===== config.mk =====
export PLATFORM = sky130hd
export DESIGN_NAME = cordic_wrapper
export DESIGN_NICKNAME = d
export VERILOG_FILES = /design/src/rtl/cordic_wrapper.sv
export SDC_FILE = /design/constraint.sdc
export NUM_CORES = 1
export LEC_CHECK = 0
export CORE_ASPECT_RATIO = 0.5
export CORE_MARGIN = 2
export CORE_UTILIZATION = 33
export DETAILED_ROUTE_END_ITERATION = 16
export REMOVE_ABC_BUFFERS = 1
export SYNTH_ARGS = -nofsm -noshare
export SYNTH_HDL_FRONTEND = slang
export SYNTH_SLANG_ARGS = --single-unit

===== constraint.sdc =====
create_clock -name clk -period 8.5 [get_ports clk]
set_clock_uncertainty 0.1 [all_clocks]
set_input_delay 1.7 -clock clk [delete_from_list [all_inputs] [get_ports clk]]
set_output_delay 1.7 -clock clk [all_outputs]
set_load 0.01 [all_outputs]

===== src/rtl/cordic_wrapper.sv =====
// Byte-serial CORDIC vectoring engine on a TinyTapeout-style pin interface:
// four input bytes (X,Y) in, six bytes (gain-compensated magnitude, BAM phase) out.
module cordic_wrapper #(
  parameter int WIDTH = 16,
  parameter int ITER  = 16,
  parameter int GUARD = 2
) (
  input  logic       clk,
  input  logic       rst_n,
  input  logic       ena,
  input  logic [7:0] ui_in,
  output logic [7:0] uo_out,
  input  logic [7:0] uio_in,
  output logic [7:0] uio_out,
  output logic [7:0] uio_oe
);

  // Four fractional LSBs keep shift truncation well inside the magnitude error budget.
  localparam int FRAC  = 4;
  localparam int DW    = WIDTH + GUARD + FRAC;
  localparam int CW    = $clog2(ITER + 1);
  localparam int PW    = DW + 15;
  localparam int SHIFT = 15 + FRAC;

  localparam logic [1:0]  S_RX   = 2'd0;
  localparam logic [1:0]  S_CALC = 2'd1;
  localparam logic [1:0]  S_GAIN = 2'd2;
  localparam logic [1:0]  S_TX   = 2'd3;
  localparam logic [14:0] GAIN_K = 15'h4DBA;

  logic [1:0]           state_q, state_d;
  logic [CW-1:0]        cnt_q, cnt_d;
  logic [23:0]          buf_q, buf_d;
  logic signed [DW-1:0] x_q, x_d;
  logic signed [DW-1:0] y_q, y_d;
  logic [31:0]          z_q, z_d;
  logic                 zero_q, zero_d;
  logic [47:0]          tx_q, tx_d;

  logic in_valid, out_ready, in_ready, out_valid, in_beat, out_beat;

  // Handshake: a beat is valid & ready sampled at a rising clk edge; ready/valid drop while ena=0.
  assign in_valid  = uio_in[0];
  assign out_ready = uio_in[3];
  assign in_ready  = ena & ~rst_n & (state_q == S_RX);
  assign out_valid = ena & (state_q == S_TX);
  assign in_beat   = in_valid & in_ready;
  assign out_beat  = out_valid & out_ready;

  assign uo_out  = (state_q == S_TX) ? tx_q[7:0] : 8'h00;
  assign uio_out = {5'b0_0000, out_valid, in_ready, 1'b0};
  assign uio_oe  = 8'b0000_0110;

  logic [WIDTH-1:0] x_in, y_in;
  logic [DW-1:0]    x_ext, y_ext;

  assign x_in  = buf_q[15:0];
  assign y_in  = {ui_in, buf_q[23:16]};
  assign x_ext = {{GUARD{x_in[WIDTH-1]}}, x_in, {FRAC{1'b0}}};
  assign y_ext = {{GUARD{y_in[WIDTH-1]}}, y_in, {FRAC{1'b0}}};

  // Counter value 0 in CALC is the pre-rotation step, values 1..ITER are micro-rotations.
  logic [CW-1:0]        it_idx;
  logic signed [DW-1:0] x_sh, y_sh;
  logic [31:0]          atan_v;

  assign it_idx = cnt_q - CW'(1);
  assign x_sh   = x_q >>> it_idx;
  assign y_sh   = y_q >>> it_idx;
  assign atan_v = atan_bam(it_idx);

  function automatic logic [31:0] atan_bam(input logic [CW-1:0] i);
    logic [31:0] a;
    case (int'(i))
      0:       a = 32'h2000_0000;
      1:       a = 32'h12E4_051D;
      2:       a = 32'h09FB_385B;
      3:       a = 32'h0511_11D4;
      4:       a = 32'h028B_0D43;
      5:       a = 32'h0145_D7E1;
      6:       a = 32'h00A2_F61E;
      7:       a = 32'h0051_7C55;
      8:       a = 32'h0028_BE53;
      9:       a = 32'h0014_5F2F;
      10:      a = 32'h000A_2F98;
      11:      a = 32'h0005_17CC;
      12:      a = 32'h0002_8BE6;
      13:      a = 32'h0001_45F3;
      14:      a = 32'h0000_A2FA;
      15:      a = 32'h0000_517D;
      default: a = 32'h0000_0000;
    endcase
    return a;
  endfunction

  // Gain compensation with round-to-nearest, then saturation to 16 bits.
  logic [DW-1:0]          x_pos;
  logic [PW-1:0]          prod, prod_r;
  logic [WIDTH+GUARD-1:0] scaled;
  logic [15:0]            mag;
  logic [31:0]            phase;

  assign x_pos  = x_q[DW-1] ? '0 : x_q;
  assign prod   = PW'(x_pos) * PW'(GAIN_K);
  assign prod_r = prod + (PW'(1) << (SHIFT - 1));
  assign scaled = prod_r[PW-1:SHIFT];
  assign mag    = (|scaled[WIDTH+GUARD-1:16]) ? 16'hFFFF : scaled[15:0];
  assign phase  = zero_q ? 32'h0000_0000 : z_q;

  logic unused_bits;
  assign unused_bits = &{1'b0, uio_in[7:4], uio_in[2:1], prod_r[SHIFT-1:0]};

  always_comb begin
    state_d = state_q;
    cnt_d   = cnt_q;
    buf_d   = buf_q;
    x_d     = x_q;
    y_d     = y_q;
    z_d     = z_q;
    zero_d  = zero_q;
    tx_d    = tx_q;
    if (ena) begin
      case (state_q)
        S_RX: begin
          if (in_beat) begin
            buf_d = {ui_in, buf_q[23:8]};
            if (cnt_q == CW'(3)) begin
              x_d     = x_ext;
              y_d     = y_ext;
              z_d     = 32'h0000_0000;
              zero_d  = (x_in == '0) && (y_in == '0);
              cnt_d   = '0;
              state_d = S_CALC;
            end else begin
              cnt_d = cnt_q + CW'(1);
            end
          end
        end
        S_CALC: begin
          if (cnt_q == '0) begin
            if (x_q < 0) begin
              x_d = -x_q;
              y_d = -y_q;
              z_d = 32'h8000_0000;
            end
          end else if (y_q >= 0) begin
            x_d = x_q + y_sh;
            y_d = y_q - x_sh;
            z_d = z_q + atan_v;
          end else begin
            x_d = x_q - y_sh;
            y_d = y_q + x_sh;
            z_d = z_q - atan_v;
          end
          if (cnt_q == CW'(ITER)) begin
            cnt_d   = '0;
            state_d = S_GAIN;
          end else begin
            cnt_d = cnt_q + CW'(1);
          end
        end
        S_GAIN: begin
          tx_d    = {phase, mag};
          cnt_d   = '0;
          state_d = S_TX;
        end
        S_TX: begin
          if (out_beat) begin
            tx_d = {8'h00, tx_q[47:8]};
            if (cnt_q == CW'(5)) begin
              cnt_d   = '0;
              state_d = S_RX;
            end else begin
              cnt_d = cnt_q + CW'(1);
            end
          end
        end
        default: begin
          cnt_d   = '0;
          state_d = S_RX;
        end
      endcase
    end
  end

  always_ff @(posedge clk or posedge rst_n) begin
    if (rst_n) begin
      state_q <= S_RX;
      cnt_q   <= '0;
      buf_q   <= '0;
      x_q     <= '0;
      y_q     <= '0;
      z_q     <= '0;
      zero_q  <= 1'b0;
      tx_q    <= '0;
    end else begin
      state_q <= state_d;
      cnt_q   <= cnt_d;
      buf_q   <= buf_d;
      x_q     <= x_d;
      y_q     <= y_d;
      z_q     <= z_d;
      zero_q  <= zero_d;
      tx_q    <= tx_d;
    end
  end

endmodule


==> flow_summary.toml <==
[sta]
period_needed_ps = 7928
tightestPinTransition_ps = 1117
slew_viol_final = 0
slew-limit-headroom_pct = 25.36
finalSetupViolations = 0
post-route-period-util_pct = 93.27
hold_viol = 0
fmax_mhz = 126.1
rsz0062_at_grt = "no"

[clock_tree]
hold_buffers = 0
cts.sinks = 156
cts_made_buffers = 17
cts_buffer_depth = 2
cts-root-buf = "clkbuf_16"
insertion_delay_ps = 480
cts_tree = "done"
clk_pin_slew_ps = 70
htreeDepth = 4

[logic_synthesis]
synth_edf_count = 0
yosysTopAreaCell = "dfrtp_1"
ys_seq_area_share_pct = 17.42
async_reset_ff_share_pct = 100.0
synth_area_um2 = 22410
synth_seq_cells = 156
ys_types = 103
ys.flop_type = "dfrtp_1"
yosys-top-cells-area = "dfrtp_1 17%, ha_1 12%, fa_1 9.3%, xnor2_1 5.0%, nand2_1 4.4%"
yosys_warnings = 0
synth_top_area_share_pct = 17.42
syn_inst = 2734
synth.avg_cell_area_um2 = 8.195

[worst_setup_path]
worstSetupEndpointType = "flop"
path_max_fanout = 48
critPathKind = "reg2reg"
cp-start-kind = "flop"
arrival_ps = 8180
crit_required_ps = 8760

[finish]
regArea_um2 = 3909
final_cell_mix = "263 x nand2_1, 229 x nor2_1, 222 x inv_1"
multiInputGateArea_um2 = 16950
area.growth.synth_to_final_pct = 7.729
final_layout_size_suffix_gt1_share_pct = 8.448
nNetsFinal = 3015
final_util_pct = 35.99
antennaDiodeCount = 0
n_fill_cell = 6920
mostFrequentLayoutCell = "nand2_1"

[global_route]
grt_pass1_vias = 18930
grt_pass1_wl_um = 104300
grt.total_usage_pct = 18.53
grt_remaining_overflow = 0
antenna_found_initial = 0
grt_max_degree = 63

[floorplanning]
std_cell_rows = 67
coreArea_um2 = 67060
io_pins = 43
initial_core_util_pct = 33.41
die_width_um = 372.5
dieArea_um2 = 70130
fp.dieH_um = 188.3

[routing]
drt-initial-drc-count = 1746
drc = 0
wl_um = 64330
viasPerCell = 5.532
vias = 19830
ant_nets = 0
firstDrtPassIters = 6
routedWlPerCell_um = 17.95

[worst_hold_path]
holdCritPathClass = "reg2reg"

[status]
outcome = "finished clean"

[run]
cap_violations = 0

[placed_design]
hpwl_um = 49670
port_buffers = 22
routabilityCongestion = 0.9370
## layout make-up
class	instances	share of cell area [%]
Multi-Input combinational cell	2188	70.22
Inverter	225	3.520
Clock inverter	15	0.7050
Tap cell	897	4.650
Timing Repair Buffer	86	2.955
Sequential cell	156	16.19
Clock buffer	17	1.762
## synth_stat cells (all sizes together) (39+ instances only)
cell type,n
a21o,49
a21oi,153
buf,64
clkbuf,113
dfrtp,156
fa,104
ha,218
inv,223
mux2,39
mux4,40
nand2,264
nand3,71
nor2,232
nor3,67
o21ai,193
xnor2,129
xor2,78
## logic make-up (layout without fill, tap and decap cells)
logic type	after synthesis	after routing	share of synthesized area (%)
and+or+nand+nor	854	854	18.15
AOI/OAI and AO/OA	684	684	19.90
buffers and inverters	402	343	7.416
adders and majority gates	327	327	21.69
xor gates and xnor gates	208	208	8.292
DFF	156	156	17.42
muxes	101	101	7.097
other	2	14	0.03352
## path summary, 6_finish.rpt
check,startpoint,endpoint,slack [ps],cells past startpoint
min in group asynchronous,rst_n,tx_q[3]$_DFFE_PP0P_,1520,2
setup reg to reg,x_q[21]$_DFFE_PP0P_,tx_q[13]$_DFFE_PP0P_,570,27
max in group asynchronous,rst_n,cnt_q[0]$_DFFE_PP0P_,5560,3
hold reg to reg,tx_q[40]$_DFFE_PP0P_,tx_q[40]$_DFFE_PP0P_,370,2
hold / removal,tx_q[40]$_DFFE_PP0P_,tx_q[40]$_DFFE_PP0P_,370,2
setup / recovery,x_q[21]$_DFFE_PP0P_,tx_q[13]$_DFFE_PP0P_,570,27
## registers in the layout (all words and copies together), names as in the netlist
name / cells
y_q: 22
zero_q: 1
state_q: 2
x_q: 22
z_q: 32
tx_q: 48
buf_q: 24
cnt_q: 5
## through the flow
step / setup TNS, ps / worst slack [ps] / hold WS [ps] / std cells / cell area, µm²
5_1_grt: 0 / 40.53 / 404.6 / 3584 / 24140
4_1_cts: 0 / 450.9 / 373.8 / 3583 / 24130
3_3_place_gp: 0 / 538.8 / 351.3 / 3551 / 23530
2_1_floorplan: -44530 / -1547 / 339.0 / 2569 / 21630
6_report: 0 / 571.8 / 369.2 / 3584 / 24140
3_5_place_dp: 0 / 481.8 / 357.2 / 3551 / 23530
## timing repair
| item | CTS | global route |
|---|---|---|
| setup endpoints to repair | 0 | 13 |
| setup buffers | 0 | 1 |
| resized for setup | 0 | 1 |
## routing by layer
layer	track usage (%)	part of all wire, %	vias to the layer above
met5	0	0	-
met4	5.375	2.6	0
met3	2.803	5.4	73
met2	28.55	44	579
met1	26.71	48	9618
li1	-	-	9555
## critical path, stage by stage (launching register included)
cell and delay [ps]:
dfrtp_1 410, buf_12 200, nor2b_1 370, inv_1 190
xnor2_1 170, ha_1 290, inv_1 50, fa_1 500
inv_1 50, fa_1 460, fa_1 540, inv_1 50
fa_1 490, inv_1 40, ha_1 360, a21oi_1 250
o21ai_0 210, a221oi_1 360, o21ai_2 200, a2111oi_1 590
nor2_1 110, xnor2_1 320, nand4_1 260, nor4_2 280
mux2_2 380, nor3_2 210, buf_4 250, a21oi_1 90
Power is left out: the tool's default activity adds up to more than one toggle a clock period on the data nets, which glitch-free logic cannot reach.
